`src/rtl/display_bcd_decoder_if.sv`:
```
// Result handshake between the display read-back decoder and its consumer.
// The decoder drives the result fields and valid; the consumer drives ready.
interface display_bcd_decoder_if;
    logic       out_valid;
    logic       out_ready;
    logic [3:0] out_value;
    logic       out_dash;
    logic       out_err;

    modport master (output out_valid, output out_value, output out_dash, output out_err,
                    input  out_ready);
    modport slave  (input  out_valid, input  out_value, input  out_dash, input  out_err,
                    output out_ready);
endinterface

```
`src/rtl/display_bcd_decoder.sv`:
```
// Recovers a 0..15 value from a two-digit active-low seven-segment pattern,
// debounced by a stability window and delivered once per new stable pattern.
module display_bcd_decoder #(
    parameter int unsigned STABLE_CYCLES = 4,
    parameter int unsigned CNT_W         = 8
) (
    input  logic                   clk,
    input  logic                   rst_n,
    input  logic [13:0]            display_in,
    display_bcd_decoder_if.master  res,
    output logic [CNT_W-1:0]       err_count
);

    localparam int unsigned DISP_W = 14;
    localparam int unsigned SEG_W  = 7;
    localparam int unsigned VAL_W  = 4;
    localparam int unsigned STAB_W = 8;

    localparam logic [SEG_W-1:0] SEG_BLANK = 7'b1111111;
    localparam logic [SEG_W-1:0] SEG_ONE   = 7'b1001111;
    localparam logic [SEG_W-1:0] SEG_DASH  = 7'b1111110;
    localparam logic [CNT_W-1:0] CNT_MAX   = '1;

    typedef enum logic {SAMPLE, OFFER} state_t;

    state_t              state, state_d;
    logic [DISP_W-1:0]   disp_q;
    logic [DISP_W-1:0]   last_q;
    logic [STAB_W-1:0]   stab_cnt;
    logic                delivered;
    logic                valid_q;
    logic [VAL_W-1:0]    value_q;
    logic                dash_q;
    logic                err_q;

    logic                stable_c;
    logic                load_c;
    logic                ack_c;
    logic [SEG_W-1:0]    tens_c;
    logic [SEG_W-1:0]    units_c;
    logic [VAL_W-1:0]    unit_idx_c;
    logic                unit_ok_c;
    logic [VAL_W-1:0]    dec_value_c;
    logic                dec_dash_c;
    logic                dec_err_c;

    // Stability is counted against the pattern being loaded, so the counter
    // already reads 0 on the cycle a new pattern first appears in disp_q.
    always_ff @(posedge clk or negedge rst_n) begin
        if (!rst_n) begin
            disp_q   <= '0;
            stab_cnt <= '0;
        end else begin
            disp_q <= display_in;
            if (display_in != disp_q)
                stab_cnt <= '0;
            else if (stab_cnt != STAB_W'(STABLE_CYCLES))
                stab_cnt <= stab_cnt + STAB_W'(1);
        end
    end

    assign stable_c = (stab_cnt == STAB_W'(STABLE_CYCLES));
    assign tens_c   = disp_q[13:7];
    assign units_c  = disp_q[6:0];

    // Units digit lookup
    always_comb begin
        unit_idx_c = '0;
        unit_ok_c  = 1'b1;
        case (units_c)
            7'b0000001: unit_idx_c = VAL_W'(0);
            7'b1001111: unit_idx_c = VAL_W'(1);
            7'b0010010: unit_idx_c = VAL_W'(2);
            7'b0000110: unit_idx_c = VAL_W'(3);
            7'b1001100: unit_idx_c = VAL_W'(4);
            7'b0100100: unit_idx_c = VAL_W'(5);
            7'b0100000: unit_idx_c = VAL_W'(6);
            7'b0001111: unit_idx_c = VAL_W'(7);
            7'b0000000: unit_idx_c = VAL_W'(8);
            7'b0001100: unit_idx_c = VAL_W'(9);
            default:    unit_ok_c  = 1'b0;
        endcase
    end

    // Whole-pattern classification: number, dash pair, or error
    always_comb begin
        dec_value_c = '0;
        dec_dash_c  = 1'b0;
        dec_err_c   = 1'b0;
        if (tens_c == SEG_BLANK && unit_ok_c)
            dec_value_c = unit_idx_c;
        else if (tens_c == SEG_ONE && unit_ok_c && unit_idx_c <= VAL_W'(5))
            dec_value_c = unit_idx_c + VAL_W'(10);
        else if (tens_c == SEG_DASH && units_c == SEG_DASH)
            dec_dash_c = 1'b1;
        else
            dec_err_c = 1'b1;
    end

    always_ff @(posedge clk or negedge rst_n) begin
        if (!rst_n) state <= SAMPLE;
        else        state <= state_d;
    end

    always_comb begin
        state_d = state;
        load_c  = 1'b0;
        ack_c   = 1'b0;
        case (state)
            SAMPLE: begin
                if (stable_c && (!delivered || disp_q != last_q)) begin
                    state_d = OFFER;
                    load_c  = 1'b1;
                end
            end
            OFFER: begin
                if (valid_q && res.out_ready) begin
                    state_d = SAMPLE;
                    ack_c   = 1'b1;
                end
            end
            default: state_d = SAMPLE;
        endcase
    end

    // Result capture, delivery bookkeeping and error tally
    always_ff @(posedge clk or negedge rst_n) begin
        if (!rst_n) begin
            valid_q   <= 1'b0;
            value_q   <= '0;
            dash_q    <= 1'b0;
            err_q     <= 1'b0;
            last_q    <= '0;
            delivered <= 1'b0;
            err_count <= '0;
        end else begin
            valid_q <= (state_d == OFFER);
            if (load_c) begin
                value_q <= dec_value_c;
                dash_q  <= dec_dash_c;
                err_q   <= dec_err_c;
                last_q  <= disp_q;
                if (dec_err_c && err_count != CNT_MAX)
                    err_count <= err_count + CNT_W'(1);
            end
            if (ack_c)
                delivered <= 1'b1;
        end
    end

    assign res.out_valid = valid_q;
    assign res.out_value = value_q;
    assign res.out_dash  = dash_q;
    assign res.out_err   = err_q;

endmodule

```
`src/flat_wrapper.sv`:
```
// flat-port wrapper written by rule: the top's interface ports become plain ports
module display_bcd_decoder_flat 
#(
    parameter int unsigned STABLE_CYCLES = 4,
    parameter int unsigned CNT_W         = 8
)
  (clk, rst_n, display_in, err_count, res_out_valid, res_out_value, res_out_dash, res_out_err, res_out_ready);
  display_bcd_decoder_if res_i ();
  input  logic clk;
  input  logic rst_n;
  input  logic [13:0] display_in;
  output logic [CNT_W-1:0] err_count;
  output wire logic [$bits(res_i.out_valid)-1:0] res_out_valid;
  output wire logic [$bits(res_i.out_value)-1:0] res_out_value;
  output wire logic [$bits(res_i.out_dash)-1:0] res_out_dash;
  output wire logic [$bits(res_i.out_err)-1:0] res_out_err;
  input wire logic [$bits(res_i.out_ready)-1:0] res_out_ready;
  assign res_out_valid = res_i.out_valid;
  assign res_out_value = res_i.out_value;
  assign res_out_dash = res_i.out_dash;
  assign res_out_err = res_i.out_err;
  assign res_i.out_ready = res_out_ready;
  display_bcd_decoder #(.STABLE_CYCLES(STABLE_CYCLES), .CNT_W(CNT_W)) u_core (.clk(clk), .rst_n(rst_n), .display_in(display_in), .res(res_i), .err_count(err_count));
endmodule
```
`config.mk`:
```
export PLATFORM = sky130hd
export DESIGN_NAME = display_bcd_decoder_flat
export DESIGN_NICKNAME = d
export VERILOG_FILES = /design/src/rtl/display_bcd_decoder_if.sv /design/src/rtl/display_bcd_decoder.sv /design/src/flat_wrapper.sv
export SDC_FILE = /design/constraint.sdc
export NUM_CORES = 1
export LEC_CHECK = 0
export CAP_MARGIN = 20
export CORE_MARGIN = 2
export CORE_UTILIZATION = 40
export DETAILED_ROUTE_END_ITERATION = 6
export GPL_TIMING_DRIVEN = 0
export PLACE_DENSITY_LB_ADDON = 0.05
export SYNTH_ARGS = -nofsm -noshare
export SYNTH_HDL_FRONTEND = slang
export SYNTH_SLANG_ARGS = --single-unit
```
`constraint.sdc`:
```
create_clock -name clk -period 6 [get_ports clk]
set_clock_uncertainty 0.1 [all_clocks]
set_input_delay 1.8 -clock clk [delete_from_list [all_inputs] [get_ports clk]]
set_output_delay 1.8 -clock clk [all_outputs]
set_load 0.05 [all_outputs]
```
==> flow_summary.ini, run 1 <==
[floorplan]
die_y_um = 86.03
fp.coreArea_um2 = 6422
rows = 29
boundaryPins = 32
start_util_pct = 41.91
die_w_um = 86.03
dieArea_um2 = 7400

[power_and_ir_drop]
ir_worst_vdd_v = 0.0001248
power_leakage_nw = 1.401
comb_power_share_pct = 8.6
p_seq_share_pct = 54.1
total_power_uw = 666.7
clockPowerShare_pct = 37.3
p_int_uw = 509.1
cellPowerDensity_nw_per_um2 = 206.8
swShare_pct = 23.63
p_sw_uw = 157.6

[synth]
syn_area_um2 = 2691
synth_nets = 256
synth.distinct_cells = 44
synth-xor-area-share_pct = 13.67
synth-edff-count = 0
synthCells = 235
yosys_register_bits = 52
async_flop_share_pct = 100.0
yosys_warnings = 0
synthMuxAreaShare_pct = 8.647
yosysTopAreaCellShare_pct = 48.35
synthTopCellsByArea = dfrtp_1 (48%), xnor2_1 (7.2%), xor2_1 (6.5%)
syn-mean-instance-area_um2 = 11.45
synth_largest_area_cell = dfrtp_1
synthSimpleGateAreaFrac_pct = 18.97
yosysSeqAreaShare_pct = 48.35
synth_compound_area_share_pct = 5.021
synthFlopType = dfrtp_1
synth_top_family_by_area = simple AND/OR/NAND/NOR gates
yosys.area_share.adder_pct = 1.860

[worst_setup_path]
worstPathCellList = clkdlybuf4s50_1
worst-setup-path-type = reg -> out
r2r_cells = 6
cp_max_fo = 4
required_ns = 4.10
critPathCapture = err_count[2]
r2r-start = u_core.disp_q[0]
endpoint_kind = output port
start_kind = flip-flop
cp.arrival_ns = 1.56
startpoint = u_core.err_count[2]
r2r-end = u_core.last_q[3]
crit_family = buffers and inverters
max_stage_delay_ns = 0.83
path_buf_inv = 1
r2r_slack_ns = 3.39
cp_slowest_cell = clkdlybuf4s50_1
crit_cells = 1

[global_routing]
grt_pass1_vias = 1853
grt_max_degree = 40
grt_overflow = 0
grt_usage_pct = 15.91
grtUsageMet3_pct = 3.272
busiest_layer = met2
grt_pass1_wl_mm = 9.163
met1_usage_pct = 23.37
use_met2_pct = 23.40
antenna_found_initial = 0

[clock_tree]
cts_resized = 0
ctsHoldBuffers = 0
htreeDepth = 2
cts_setup_buffers = 0
root_buffer = clkbuf_8
clk_latency_ns = 0.31
clkTransAtPathRegs_ns = 0.10
clk_path_buf_depth = 2
cts_sinks = 52
cts-buffers-inserted = 5
cts_tree = yes

[detailed_routing]
drtIter0Drc = 63
drc = 0
wl_per_cell_um = 15.35
vias = 1859
postRouteAntennaNets = 0
via_per_inst = 5.281
routed_wl_mm = 5.403
drt_pass1_iterations = 4

[cells_and_area]
area.growth.synth_to_final_pct = 19.80
final_common_cell = dfrtp_1
final_cell_mix = dfrtp_1 (52), clkdlybuf4s50_1 (30), xnor2_1 (22), xor2_1 (20), nor2_1 (15)
layout-drive-gt1-share_pct = 12.73
final_area_um2 = 3224
nets = 295
n_antenna_cell = 0
fillerInstances = 589

[sta]
timing.final.hold_violations = 0
rsz0062_at_grt = no
fin_crit_ns = 3.455
worst_pin_slew_ns = 0.7507
setup_slack_ns = 2.545
maxSlewHeadroom_pct = 49.40
finalSetupViolations = 0
period_share_pct = 57.58
clock.fmax_ghz = 0.2894
tns_ns = 0
drv_slew = 0

[placed_design]
portBuffers = 31
hpwl_mm = 3.856
postPlaceCellArea_um2 = 3113
pre_cts_slack_ns = 2.315
gp_congestion = 0.7469

[worst_hold_path]
holdCritPathClass = reg -> reg

[run]
maxCapViolCount = 0

[outcome]
status = finished, final reports clean
==> power groups by stage <==
stage	Sequential [mW]	Clock, mW	Combinational, mW
2_1_floorplan	0.366	0	0.0298
3_3_place_gp	0.368	0	0.0564
3_5_place_dp	0.368	0	0.0576
4_1_cts	0.361	0.258	0.0578
5_1_grt	0.362	0.273	0.0630
6_report	0.361	0.249	0.0571
==> layout make-up <==
type | instances | area [µm²] | area share [%]
timing repair buffer | 32 | 325.3 | 10.09
clock inverter | 2 | 38.79 | 1.203
sequential | 52 | 1301 | 40.36
inverter | 4 | 15.01 | 0.4657
buffer | 13 | 78.83 | 2.445
tap | 77 | 96.34 | 2.988
multi-input combinational | 166 | 1296 | 40.20
clock buffer | 6 | 72.57 | 2.251
==> routing by layer <==
metal | up-vias | wire length, µm | part of all wire (%)
li1 | 908 | - | -
met3 | 6 | 176 | 3.3
met2 | 36 | 2401 | 44
met4 | 0 | 79 | 1.5
met1 | 909 | 2746 | 51
met5 | - | 0 | 0
==> kinds of logic after synthesis <==
kind of cell	Yosys count
and+or+nand+nor	81
DFF	52
xor gates and xnor gates	42
buffers and inverters	17
AOI/OAI and AO/OA	18
muxes	21
adders and majority gates	4
==> flip-flops by register name (all words and copies together) (netlist names) <==
register and cells:
u_core.delivered 1, u_core.disp_q 14, u_core.err_count 8, u_core.last_q 14, u_core.res.out_dash 1, u_core.res.out_err 1, u_core.res.out_value 4, u_core.stab_cnt 8
u_core.state 1
==> synthesized netlist by cell type, drive strengths merged, types with 3 or more instances <==
library cell / instances
and3: 8
nand2b: 4
nor4: 10
buf: 11
nand4: 5
nand3: 12
mux2i: 3
inv: 4
nor3: 3
xnor2: 22
mux2: 18
nor2: 15
dfrtp: 52
o21ai: 5
ha: 4
xor2: 20
nor4b: 3
nand2: 9
==> how the worst min path moves through the flow <==
stage / startpoint / to / cells after the start
after global placement: u_core.delivered / u_core.delivered / 1
final: u_core.res.out_value[1] / u_core.res.out_value[1] / 2
after detailed placement: u_core.res.out_value[3] / u_core.res.out_value[3] / 2
after floorplan: u_core.delivered / u_core.delivered / 1
after CTS: u_core.res.out_value[3] / u_core.res.out_value[3] / 2
after global routing: u_core.delivered / u_core.delivered / 1
==> through the flow <==
step	std cells	hold WS [ns]	util, %
2_1_floorplan	235	0.3274	-
3_3_place_gp	343	0.3520	48.24
3_5_place_dp	344	0.3642	48.47
4_1_cts	352	0.3893	50.20
5_1_grt	352	0.4028	50.20
6_report	352	0.3802	50.20
==> tightest hold or removal path: cells and delay by family (launching register included) <==
| family | cells | cell delay, ns |
|---|---|---|
| AO/OA/AOI/OAI | 1 | 0.05 |
| AND/OR/NAND/NOR | 1 | 0.05 |
| flip-flops | 1 | 0.35 |
No activity file was read; power rests on OpenSTA's default activity.
==> run 2: changes to the inputs <==
clock period = 3.5 ns   (was 6 ns; I/O delays follow)
==> results of run 2 <==
Same layout as run 1 (identical final DEF). Status: finished, final reports clean.
Among the figures that moved: setup slack after placement 2.315 ns -> 0.5653 ns; setup slack after layout 2.545 ns -> 0.7949 ns; register-to-register setup slack 3.39 ns -> 0.89 ns; total power 0.6667 mW -> 1.143 mW; worst IR drop on VDD 0.0001248 V -> 0.0002139 V
==> run 3: changes to the inputs <==
clock period = 2.81 ns   (was 3.5 ns; I/O delays follow)
==> results of run 3 <==
Same layout as run 1 (identical final DEF). Status: finished, final reports clean.
Among the figures that moved: setup slack after placement 2.315 ns -> 0.08227 ns; setup slack after layout 2.545 ns -> 0.1984 ns; hold slack 0.3802 ns -> 0.3311 ns; start point of the critical path u_core.err_count[2] -> u_core.disp_q[0]; end point of the critical path err_count[2] -> u_core.last_q[3]; register-to-register setup slack 3.39 ns -> 0.20 ns; total power 0.6667 mW -> 1.424 mW; worst IR drop on VDD 0.0001248 V -> 0.0002664 V
